$ cat src/rtl/mc_control_fsm_if.sv
`default_nettype none
// ---------------------------------------------------------------------------
// mc_control_fsm_if : unified instruction/data memory req/ready handshake
// Rev 1.0
// ---------------------------------------------------------------------------
interface mc_control_fsm_if;
  logic mem_req;
  logic mem_we;
  logic iord;
  logic mem_ready;

  modport master (output mem_req, output mem_we, output iord, input mem_ready);
  modport slave  (input mem_req, input mem_we, input iord, output mem_ready);
endinterface
`default_nettype wire

$ cat src/rtl/mc_control_fsm.sv
`default_nettype none
// ---------------------------------------------------------------------------
// mc_control_fsm : multi-cycle MIPS control sequencer with run/halt gating
// Rev 1.0
// ---------------------------------------------------------------------------
module mc_control_fsm #(
  parameter int CNT_W        = 32,
  parameter bit ILLEGAL_TRAP = 1'b1
) (
  input  logic               clk,
  input  logic               reset,
  input  logic               run,
  input  logic [5:0]         opcode,
  input  logic               zero,
  mc_control_fsm_if.master   mem,
  output logic               ir_write,
  output logic               pc_write,
  output logic [1:0]         pc_src,
  output logic               alu_src_a,
  output logic [1:0]         alu_src_b,
  output logic [2:0]         alu_op,
  output logic               reg_write,
  output logic [1:0]         reg_dst,
  output logic [1:0]         mem_to_reg,
  output logic               busy,
  output logic               illegal,
  output logic [CNT_W-1:0]   retired
);

  typedef enum logic [3:0] {
    S_IDLE   = 4'd0,
    S_FETCH  = 4'd1,
    S_DECODE = 4'd2,
    S_MEMADR = 4'd3,
    S_MEMRD  = 4'd4,
    S_MEMWB  = 4'd5,
    S_MEMWR  = 4'd6,
    S_RTYPE  = 4'd7,
    S_ALUWB  = 4'd8,
    S_ADDI   = 4'd9,
    S_ADDIWB = 4'd10,
    S_BEQ    = 4'd11,
    S_JUMP   = 4'd12,
    S_JAL    = 4'd13,
    S_HALT   = 4'd14
  } state_t;

  localparam logic [5:0] OP_RTYPE = 6'b000000;
  localparam logic [5:0] OP_LW    = 6'b100011;
  localparam logic [5:0] OP_SW    = 6'b101011;
  localparam logic [5:0] OP_BEQ   = 6'b000100;
  localparam logic [5:0] OP_ADDI  = 6'b001000;
  localparam logic [5:0] OP_J     = 6'b000010;
  localparam logic [5:0] OP_JAL   = 6'b000011;
  localparam logic [CNT_W-1:0] CNT_ONE = CNT_W'(1);

  state_t state;
  state_t boundary_next;
  logic   legal;
  logic   retire;

  always_comb begin
    legal  = opcode inside {OP_RTYPE, OP_LW, OP_SW, OP_BEQ, OP_ADDI, OP_J, OP_JAL};
    // run only matters at the instruction boundary that follows a retire state
    boundary_next = run ? S_FETCH : S_IDLE;
    retire = (state == S_MEMWB) || (state == S_ALUWB) || (state == S_ADDIWB) ||
             (state == S_BEQ)   || (state == S_JUMP)  || (state == S_JAL)    ||
             ((state == S_MEMWR) && mem.mem_ready);
  end

  always_ff @(posedge clk) begin
    if (!reset) begin
      state   <= S_IDLE;
      retired <= '0;
    end else begin
      if (retire) retired <= retired + CNT_ONE;
      case (state)
        S_IDLE:   if (run) state <= S_FETCH;
        S_FETCH:  if (mem.mem_ready) state <= S_DECODE;
        S_DECODE: begin
          case (opcode)
            OP_RTYPE:     state <= S_RTYPE;
            OP_LW, OP_SW: state <= S_MEMADR;
            OP_BEQ:       state <= S_BEQ;
            OP_ADDI:      state <= S_ADDI;
            OP_J:         state <= S_JUMP;
            OP_JAL:       state <= S_JAL;
            default:      state <= ILLEGAL_TRAP ? S_HALT : S_FETCH;
          endcase
        end
        S_MEMADR: state <= (opcode == OP_SW) ? S_MEMWR : S_MEMRD;
        S_MEMRD:  if (mem.mem_ready) state <= S_MEMWB;
        S_MEMWR:  if (mem.mem_ready) state <= boundary_next;
        S_RTYPE:  state <= S_ALUWB;
        S_ADDI:   state <= S_ADDIWB;
        S_MEMWB, S_ALUWB, S_ADDIWB, S_BEQ, S_JUMP, S_JAL: state <= boundary_next;
        S_HALT:   state <= S_HALT;
        default:  state <= S_IDLE;
      endcase
    end
  end

  always_comb begin
    mem.mem_req = 1'b0;
    mem.mem_we  = 1'b0;
    mem.iord    = 1'b0;
    ir_write    = 1'b0;
    pc_write    = 1'b0;
    pc_src      = 2'b00;
    alu_src_a   = 1'b0;
    alu_src_b   = 2'b00;
    alu_op      = 3'b000;
    reg_write   = 1'b0;
    reg_dst     = 2'b00;
    mem_to_reg  = 2'b00;
    illegal     = 1'b0;
    busy        = (state != S_IDLE) && (state != S_HALT);
    case (state)
      S_FETCH: begin
        mem.mem_req = 1'b1;
        alu_src_b   = 2'b01;
        ir_write    = mem.mem_ready;
        pc_write    = mem.mem_ready;
      end
      S_DECODE: begin
        alu_src_b = 2'b11;
        illegal   = !legal;
      end
      S_MEMADR, S_ADDI: begin
        alu_src_a = 1'b1;
        alu_src_b = 2'b10;
      end
      S_MEMRD: begin
        mem.mem_req = 1'b1;
        mem.iord    = 1'b1;
      end
      S_MEMWB: begin
        reg_write  = 1'b1;
        mem_to_reg = 2'b01;
      end
      S_MEMWR: begin
        mem.mem_req = 1'b1;
        mem.mem_we  = 1'b1;
        mem.iord    = 1'b1;
      end
      S_RTYPE: begin
        alu_src_a = 1'b1;
        alu_op    = 3'b010;
      end
      S_ALUWB: begin
        reg_write = 1'b1;
        reg_dst   = 2'b01;
      end
      S_ADDIWB: reg_write = 1'b1;
      S_BEQ: begin
        alu_src_a = 1'b1;
        alu_op    = 3'b001;
        pc_src    = 2'b01;
        pc_write  = zero;
      end
      S_JUMP: begin
        pc_src   = 2'b10;
        pc_write = 1'b1;
      end
      // link value comes from the PC, which still holds PC+4 this cycle
      S_JAL: begin
        reg_write  = 1'b1;
        reg_dst    = 2'b10;
        mem_to_reg = 2'b10;
        pc_src     = 2'b10;
        pc_write   = 1'b1;
      end
      default: ;
    endcase
  end

endmodule
`default_nettype wire

$ cat src/flat_wrapper.sv
// flat-port wrapper written by rule: the top's interface ports become plain ports
module mc_control_fsm_flat 
#(
  parameter int CNT_W        = 32,
  parameter bit ILLEGAL_TRAP = 1'b1
)
  (clk, reset, run, opcode, zero, ir_write, pc_write, pc_src, alu_src_a, alu_src_b, alu_op, reg_write, reg_dst, mem_to_reg, busy, illegal, retired, mem_mem_req, mem_mem_we, mem_iord, mem_mem_ready);
  mc_control_fsm_if mem_i ();
  input  logic clk;
  input  logic reset;
  input  logic run;
  input  logic [5:0] opcode;
  input  logic zero;
  output logic ir_write;
  output logic pc_write;
  output logic [1:0] pc_src;
  output logic alu_src_a;
  output logic [1:0] alu_src_b;
  output logic [2:0] alu_op;
  output logic reg_write;
  output logic [1:0] reg_dst;
  output logic [1:0] mem_to_reg;
  output logic busy;
  output logic illegal;
  output logic [CNT_W-1:0] retired;
  output wire logic [$bits(mem_i.mem_req)-1:0] mem_mem_req;
  output wire logic [$bits(mem_i.mem_we)-1:0] mem_mem_we;
  output wire logic [$bits(mem_i.iord)-1:0] mem_iord;
  input wire logic [$bits(mem_i.mem_ready)-1:0] mem_mem_ready;
  assign mem_mem_req = mem_i.mem_req;
  assign mem_mem_we = mem_i.mem_we;
  assign mem_iord = mem_i.iord;
  assign mem_i.mem_ready = mem_mem_ready;
  mc_control_fsm #(.CNT_W(CNT_W), .ILLEGAL_TRAP(ILLEGAL_TRAP)) u_core (.clk(clk), .reset(reset), .run(run), .opcode(opcode), .zero(zero), .mem(mem_i), .ir_write(ir_write), .pc_write(pc_write), .pc_src(pc_src), .alu_src_a(alu_src_a), .alu_src_b(alu_src_b), .alu_op(alu_op), .reg_write(reg_write), .reg_dst(reg_dst), .mem_to_reg(mem_to_reg), .busy(busy), .illegal(illegal), .retired(retired));
endmodule
$ cat config.mk
export PLATFORM = sky130hd
export DESIGN_NAME = mc_control_fsm_flat
export DESIGN_NICKNAME = d
export VERILOG_FILES = /design/src/rtl/mc_control_fsm_if.sv /design/src/rtl/mc_control_fsm.sv /design/src/flat_wrapper.sv
export SDC_FILE = /design/constraint.sdc
export NUM_CORES = 1
export LEC_CHECK = 0
export ABC_AREA = 1
export BUFFER_PORTS_ARGS = -buffer_cell sky130_fd_sc_hd__buf_2
export CAP_MARGIN = 25
export CORE_AREA = 2 2 84 86
export CTS_CLUSTER_DIAMETER = 150
export DETAILED_ROUTE_END_ITERATION = 7
export DIE_AREA = 0 0 86 88
export PLACE_DENSITY = 0.62
export SLEW_MARGIN = 20
export SYNTH_ARGS = -nofsm -noshare
export SYNTH_HDL_FRONTEND = slang
export SYNTH_SLANG_ARGS = --single-unit
$ cat constraint.sdc
create_clock -name clk -period 2.15 [get_ports clk]
set_input_delay 0.645 -clock clk [delete_from_list [all_inputs] [get_ports clk]]
set_output_delay 0.645 -clock clk [all_outputs]
set_load 0.05 [all_outputs]
==> results of run 1 <==
-- path summary, 6_finish.rpt --
check,from,endpoint,slack (ns),depth (start not counted)
worst min-delay path,u_core.retired[11],u_core.retired[11],0.50,2
worst min register to register,u_core.retired[11],u_core.retired[11],0.50,2
worst max register to register,u_core.retired[1],u_core.retired[14],0.41,8
worst max-delay path,opcode[4],illegal,0.06,7
-- kinds of logic (layout without fill, tap and decap cells) --
logic type	count (synthesis)	after routing	share of synthesized area
buffers and inverters	55	123	0.0976
AO/OA/AOI/OAI	53	53	0.111
AND/OR/NAND/NOR	294	294	0.487
flip-flops	36	36	0.281
XOR/XNOR	5	5	0.0171
adder cells (fa/ha/maj)	1	1	0.00488
other	1	1	0.00146
-- layout by cell type (no fill, tap or decap), types with 2 or more instances in the layout --
master    netlist  routed
o21ai_0         5       3
o21a_1          2       2
a21oi_1        36      36
and3_1          3       3
nand2_1       169     167
nor2_1         76      69
o211ai_1        2       2
nand2_2         4       5
xor2_1          4       4
inv_1          41      41
dfxtp_1        36      34
nor2_4          3       7
nor2_2          5       8
dfxtp_2         0       2
nor3_2          2       2
buf_4           5      14
nand3_2         0       3
clkbuf_4        0       2
nor3_1          2       2
nand3b_1       11      11
nand3_1        17      14
buf_2           0      53
buf_6           3       2
inv_2           2       2
clkbuf_8        0       7
o21ai_1         5       6
-- critical path, stage by stage --
cell,delay [ns]
buf_2,0.12
nor2_4,0.16
nand2_2,0.07
o21a_1,0.20
nand3_2,0.06
inv_1,0.05
buf_6,0.14
-- power by group through the flow --
stage	sequential [uW]	combinational [uW]	clock [uW]
floorplan	754	775	0
global placement	743	981	0
detailed placement	743	983	0
CTS	729	1010	540
global route	739	1140	560
finish	734	1060	524
-- sequential cells by signal, indices dropped and copies added (netlist names) --
signal / flops
u_core.retired: 32
u_core.state: 4
-- area by class of cell --
type,instances,area (um2)
fillers,744,3470
multi-input cells,354,1660
flip-flops and latches,36,723
repair buffers,72,428
inverters,44,168
well taps,80,100
clock buffers,7,96.3
-- what timing repair did --
action | 4_1_cts | 5_1_grt
endpoints found under the hold margin | 0 | 0
setup buffers | 0 | 1
setup endpoints to repair | 5 | 7
pin swaps | 0 | 1
gates resized for setup | 10 | 18
-- layer usage --
layer	share of wire	wire length, um	vias up	track usage
li1	-	-	1527	-
met1	0.46	3290	1318	0.243
met2	0.47	3370	77	0.342
met3	0.061	441	7	0.0415
met4	0.011	77	0	0.0447
met5	0	0	-	0
-- through the flow --
step                setup WS, ns  utilization  power [uW]
floorplan                 -0.108            -        1530
global placement         -0.0938        0.450        1720
detailed placement        -0.139        0.450        1730
CTS                      0.00252        0.468        2280
global route             -0.0143        0.478        2440
finish                    0.0570        0.478        2320
==> metrics.cfg, run 1 <==
[routing]
num_vias=2929
drt_iter0_markers=135
wire_per_inst_um=12.1
post-route-drc-count=0
dr.pass1.iters=4
wl_um=7180
viasPerCell=4.94
antenna_left=0

[global_route]
grt_usage=0.194
grt_pass1_wl_um=11800
grt_overflow=0
antenna_found_initial=0
grt_pass1_vias=2632
grt_max_degree=21

[power]
combPwrFrac=0.457
power_density_nw_per_um2=729
p_int_uw=1290
pwr-share-clk=0.226
power_switching_uw=1030
p_seq_frac=0.317
p_leak_uw=0.00141
p_sw_frac=0.444
ir_worst_vdd_uv=309

[finish]
drive_gt1_frac=0.218
area_growth_pct=23.8
antenna_cells=0
nNetsFinal=525
final_cells=593
fin_area_um2=3180

[sta]
fin_crit_sh=0.973
setup_tns_ns=0
hold_viol=0
finalSetupViolations=0
timing.fmax_mhz=478
skew_ns=0.00536
hold_ws_ns=0.496
rsz0062_at_grt=yes
post-route-min-period_ns=2.09
drv_slew=0

[synth]
synth_edf_count=0
synth_area_leaders=dfxtp_1, nand2_1, nor2_1
dominantRegCellSynth=dfxtp_1
syn_area_um2=2560
synth_cell_type_count=31
async_flop_share=0
avgSynthCellArea_um2=5.76
yosysSeqAreaShare=0.281
synthCells=445
ys.warnings.count=0
yosysMostFrequentCell=nand2_1
synth_top_area_frac=0.281
yosys.area.top_type=dfxtp_1
synth_commonest_cells=nand2_1, nor2_1, inv_1
ys_ff_latch=36
syn-num-nets=457

[critical_path]
critical_path_class=input pin to primary output
cp.required_ns=1.50
start_kind=input pin
crit_arrival_ns=1.45
cp_max_fo=5
crit_path_end_kind=primary output

[clock_tree]
path_clk_slew_ns=0.07
worstSkewPairLatency_ns=0.29
postCtsHoldBufs=0
cts_buffers=5
cts.sinks=36
ctsRootBufferMaster=clkbuf_8
cts.path.max_buffers=2
htreeDepth=2
cts_tree=yes

[run]
cap_violations=0

[placed_design]
gp_congestion=0.935
place_inst=585
placed_area_um2=2990
hpwlAfterDp_um=5580
io_buffer_count=61

[floorplan]
rows=30
ioPinCount=63
die_area_um2=7570
die_h_um=88
die_x_um=86
core_area_um2=6640
start_util=0.386

[hold_path]
hold_class=register to register

[status]
outcome=finished clean

Note: power is estimated with default switching activity, not from simulation.
==> inputs of run 2 (changes only) <==
==> constraint.sdc (replaced) <==
create_clock -name clk -period 2.7 [get_ports clk]
set_input_delay 0.81 -clock clk [delete_from_list [all_inputs] [get_ports clk]]
set_output_delay 0.81 -clock clk [all_outputs]
set_load 0.05 [all_outputs]
==> run 2 against run 1 <==
Net effect: via count shrank 3.4%; flip-flop and latch count is the same; wire length shrank 3.5%; total power shrank 26%; global-route usage shrank 0.62 points; sequential share of layout area grew 1.3 points; critical path depth grew 1; count of clock-buffer cells in the layout grew 1.
==> metrics.cfg, run 2 (synthesized netlist as in run 1, its figures left out) <==
[critical_path]
cp_max_fo=5
start_kind=input pin
r2r_setup_slack_ns=0.80
cp.required_ns=1.89
worst_r2r_path_depth=9
critical_path_class=input pin to primary output
startpoint=opcode[3]
crit_arrival_ns=1.74
slowest_delay_ns=0.20
r2r-start=u_core.state[0]
worst_r2r_endpoint=u_core.retired[18]
crit_path_end_kind=primary output
cp-endpoint=illegal
worst_path_max_delay_cell=buf_2
cp_cell_sequence=buf_2 > nor2_1 > nand3_1 > nand2_1 > inv_1 > nand3_1 > inv_1 > buf_2

[placed_design]
gp_congestion=0.905
hpwlAfterDp_um=5360
io_buffer_count=61
placed_area_um2=2900

[global_route]
grt_max_degree=35
grt_usage=0.188
antenna_found_initial=0
grt_pass1_vias=2507
grt_pass1_wl_um=11400
grt_overflow=0

[power]
power_switching_uw=790
pwr-share-clk=0.231
power_density_nw_per_um2=573
ir_worst_vdd_uv=210
combPwrFrac=0.420
p_int_uw=924
p_seq_frac=0.349
p_sw_frac=0.461
p_leak_uw=0.00134

[sta]
post-route-min-period_ns=2.55
setup_tns_ns=0
timing.fmax_mhz=392
rsz0062_at_grt=no
skew_ns=0.00247
hold_viol=0
drv_slew=0
fin_crit_sh=0.945
finalSetupViolations=0

[finish]
fin_area_um2=2990
area_growth_pct=16.6
final-seq-area_um2=721
layout_commonest_cell=nand2_1
nNetsFinal=515
largest-register=u_core.retired
drive_gt1_frac=0.175
fillers=728
multiInputGateArea_um2=1600
largest_reg_flops=32
reg_top3=u_core.retired: 32 flops, u_core.state: 4 flops
antenna_cells=0
mostFrequentLayoutCells=nand2_1, nor2_1, buf_2, inv_1

[routing]
dr.pass1.iters=4
antenna_left=0
post-route-drc-count=0
wl_um=6920
viasPerCell=4.85
wire_per_inst_um=11.9
drt_iter0_markers=140
num_vias=2830

[run]
cap_violations=0

[floorplan]
core_area_um2=6640
die_area_um2=7570
die_x_um=86
rows=30
die_h_um=88
start_util=0.386
ioPinCount=63

[clock_tree]
worstSkewPairLatency_ns=0.28
htreeDepth=2
cts_buffers=5
cts.path.max_buffers=2
ctsRootBufferMaster=clkbuf_8
path_clk_slew_ns=0.07
cts_tree=yes
cts.sinks=36

[status]
outcome=finished clean

[hold_path]
min-delay-start=u_core.retired[11]
hold_class=register to register

==> run 2: through the flow <==
| step | setup WS [ns] | hold WS (ns) | util | power, uW | cells |
|---|---|---|---|---|---|
| floorplan | 0.133 | 0.516 | - | 1210 | 445 |
| global placement | 0.124 | 0.473 | 0.436 | 1330 | 576 |
| detailed placement | 0.0821 | 0.474 | 0.436 | 1330 | 576 |
| CTS | 0.0804 | 0.485 | 0.450 | 1730 | 584 |
| global route | 0.00186 | 0.528 | 0.450 | 1820 | 584 |
| finish | 0.149 | 0.484 | 0.450 | 1710 | 584 |
==> run 2: worst min path at each step <==
stage | cells past startpoint | slack [ns] | end
3_5_place_dp | 2 | 0.47 | u_core.retired[11]
3_3_place_gp | 1 | 0.47 | u_core.retired[7]
4_1_cts | 2 | 0.48 | u_core.retired[11]
2_1_floorplan | 2 | 0.52 | u_core.state[2]
5_1_grt | 1 | 0.53 | u_core.retired[7]
6_report | 2 | 0.48 | u_core.retired[11]
==> run 2: worst max-delay path, delay by kind of cell <==
kind / cells / cell delay, ns
buffers and inverters: 4 / 0.43
AND/OR/NAND/NOR: 4 / 0.50
==> run 2: final cells by class <==
cell class / instances / share of cell area
Sequential cell: 36 / 0.241
Multi-Input combinational cell: 354 / 0.535
Tap cell: 80 / 0.0335
Timing Repair Buffer: 62 / 0.105
Clock buffer: 8 / 0.0301
Inverter: 44 / 0.0561
==> run 2: layer usage <==
metal	share of wire	track usage
met1	0.47	0.235
met2	0.45	0.320
met3	0.056	0.0434
met4	0.021	0.0620
met5	0	0
==> run 2: what timing repair did <==
action | CTS | global route
setup buffers | 0 | 0
endpoints found under the setup margin | 0 | 1
hold buffers | 0 | 0
resized for setup | 0 | 1
==> run 2: power groups by stage <==
stage | Combinational, uW | Clock (uW) | Sequential, uW
6_report | 719 | 396 | 598
5_1_grt | 783 | 430 | 603
4_1_cts | 723 | 410 | 598
3_5_place_dp | 721 | 0 | 610
3_3_place_gp | 718 | 0 | 609
2_1_floorplan | 610 | 0 | 600
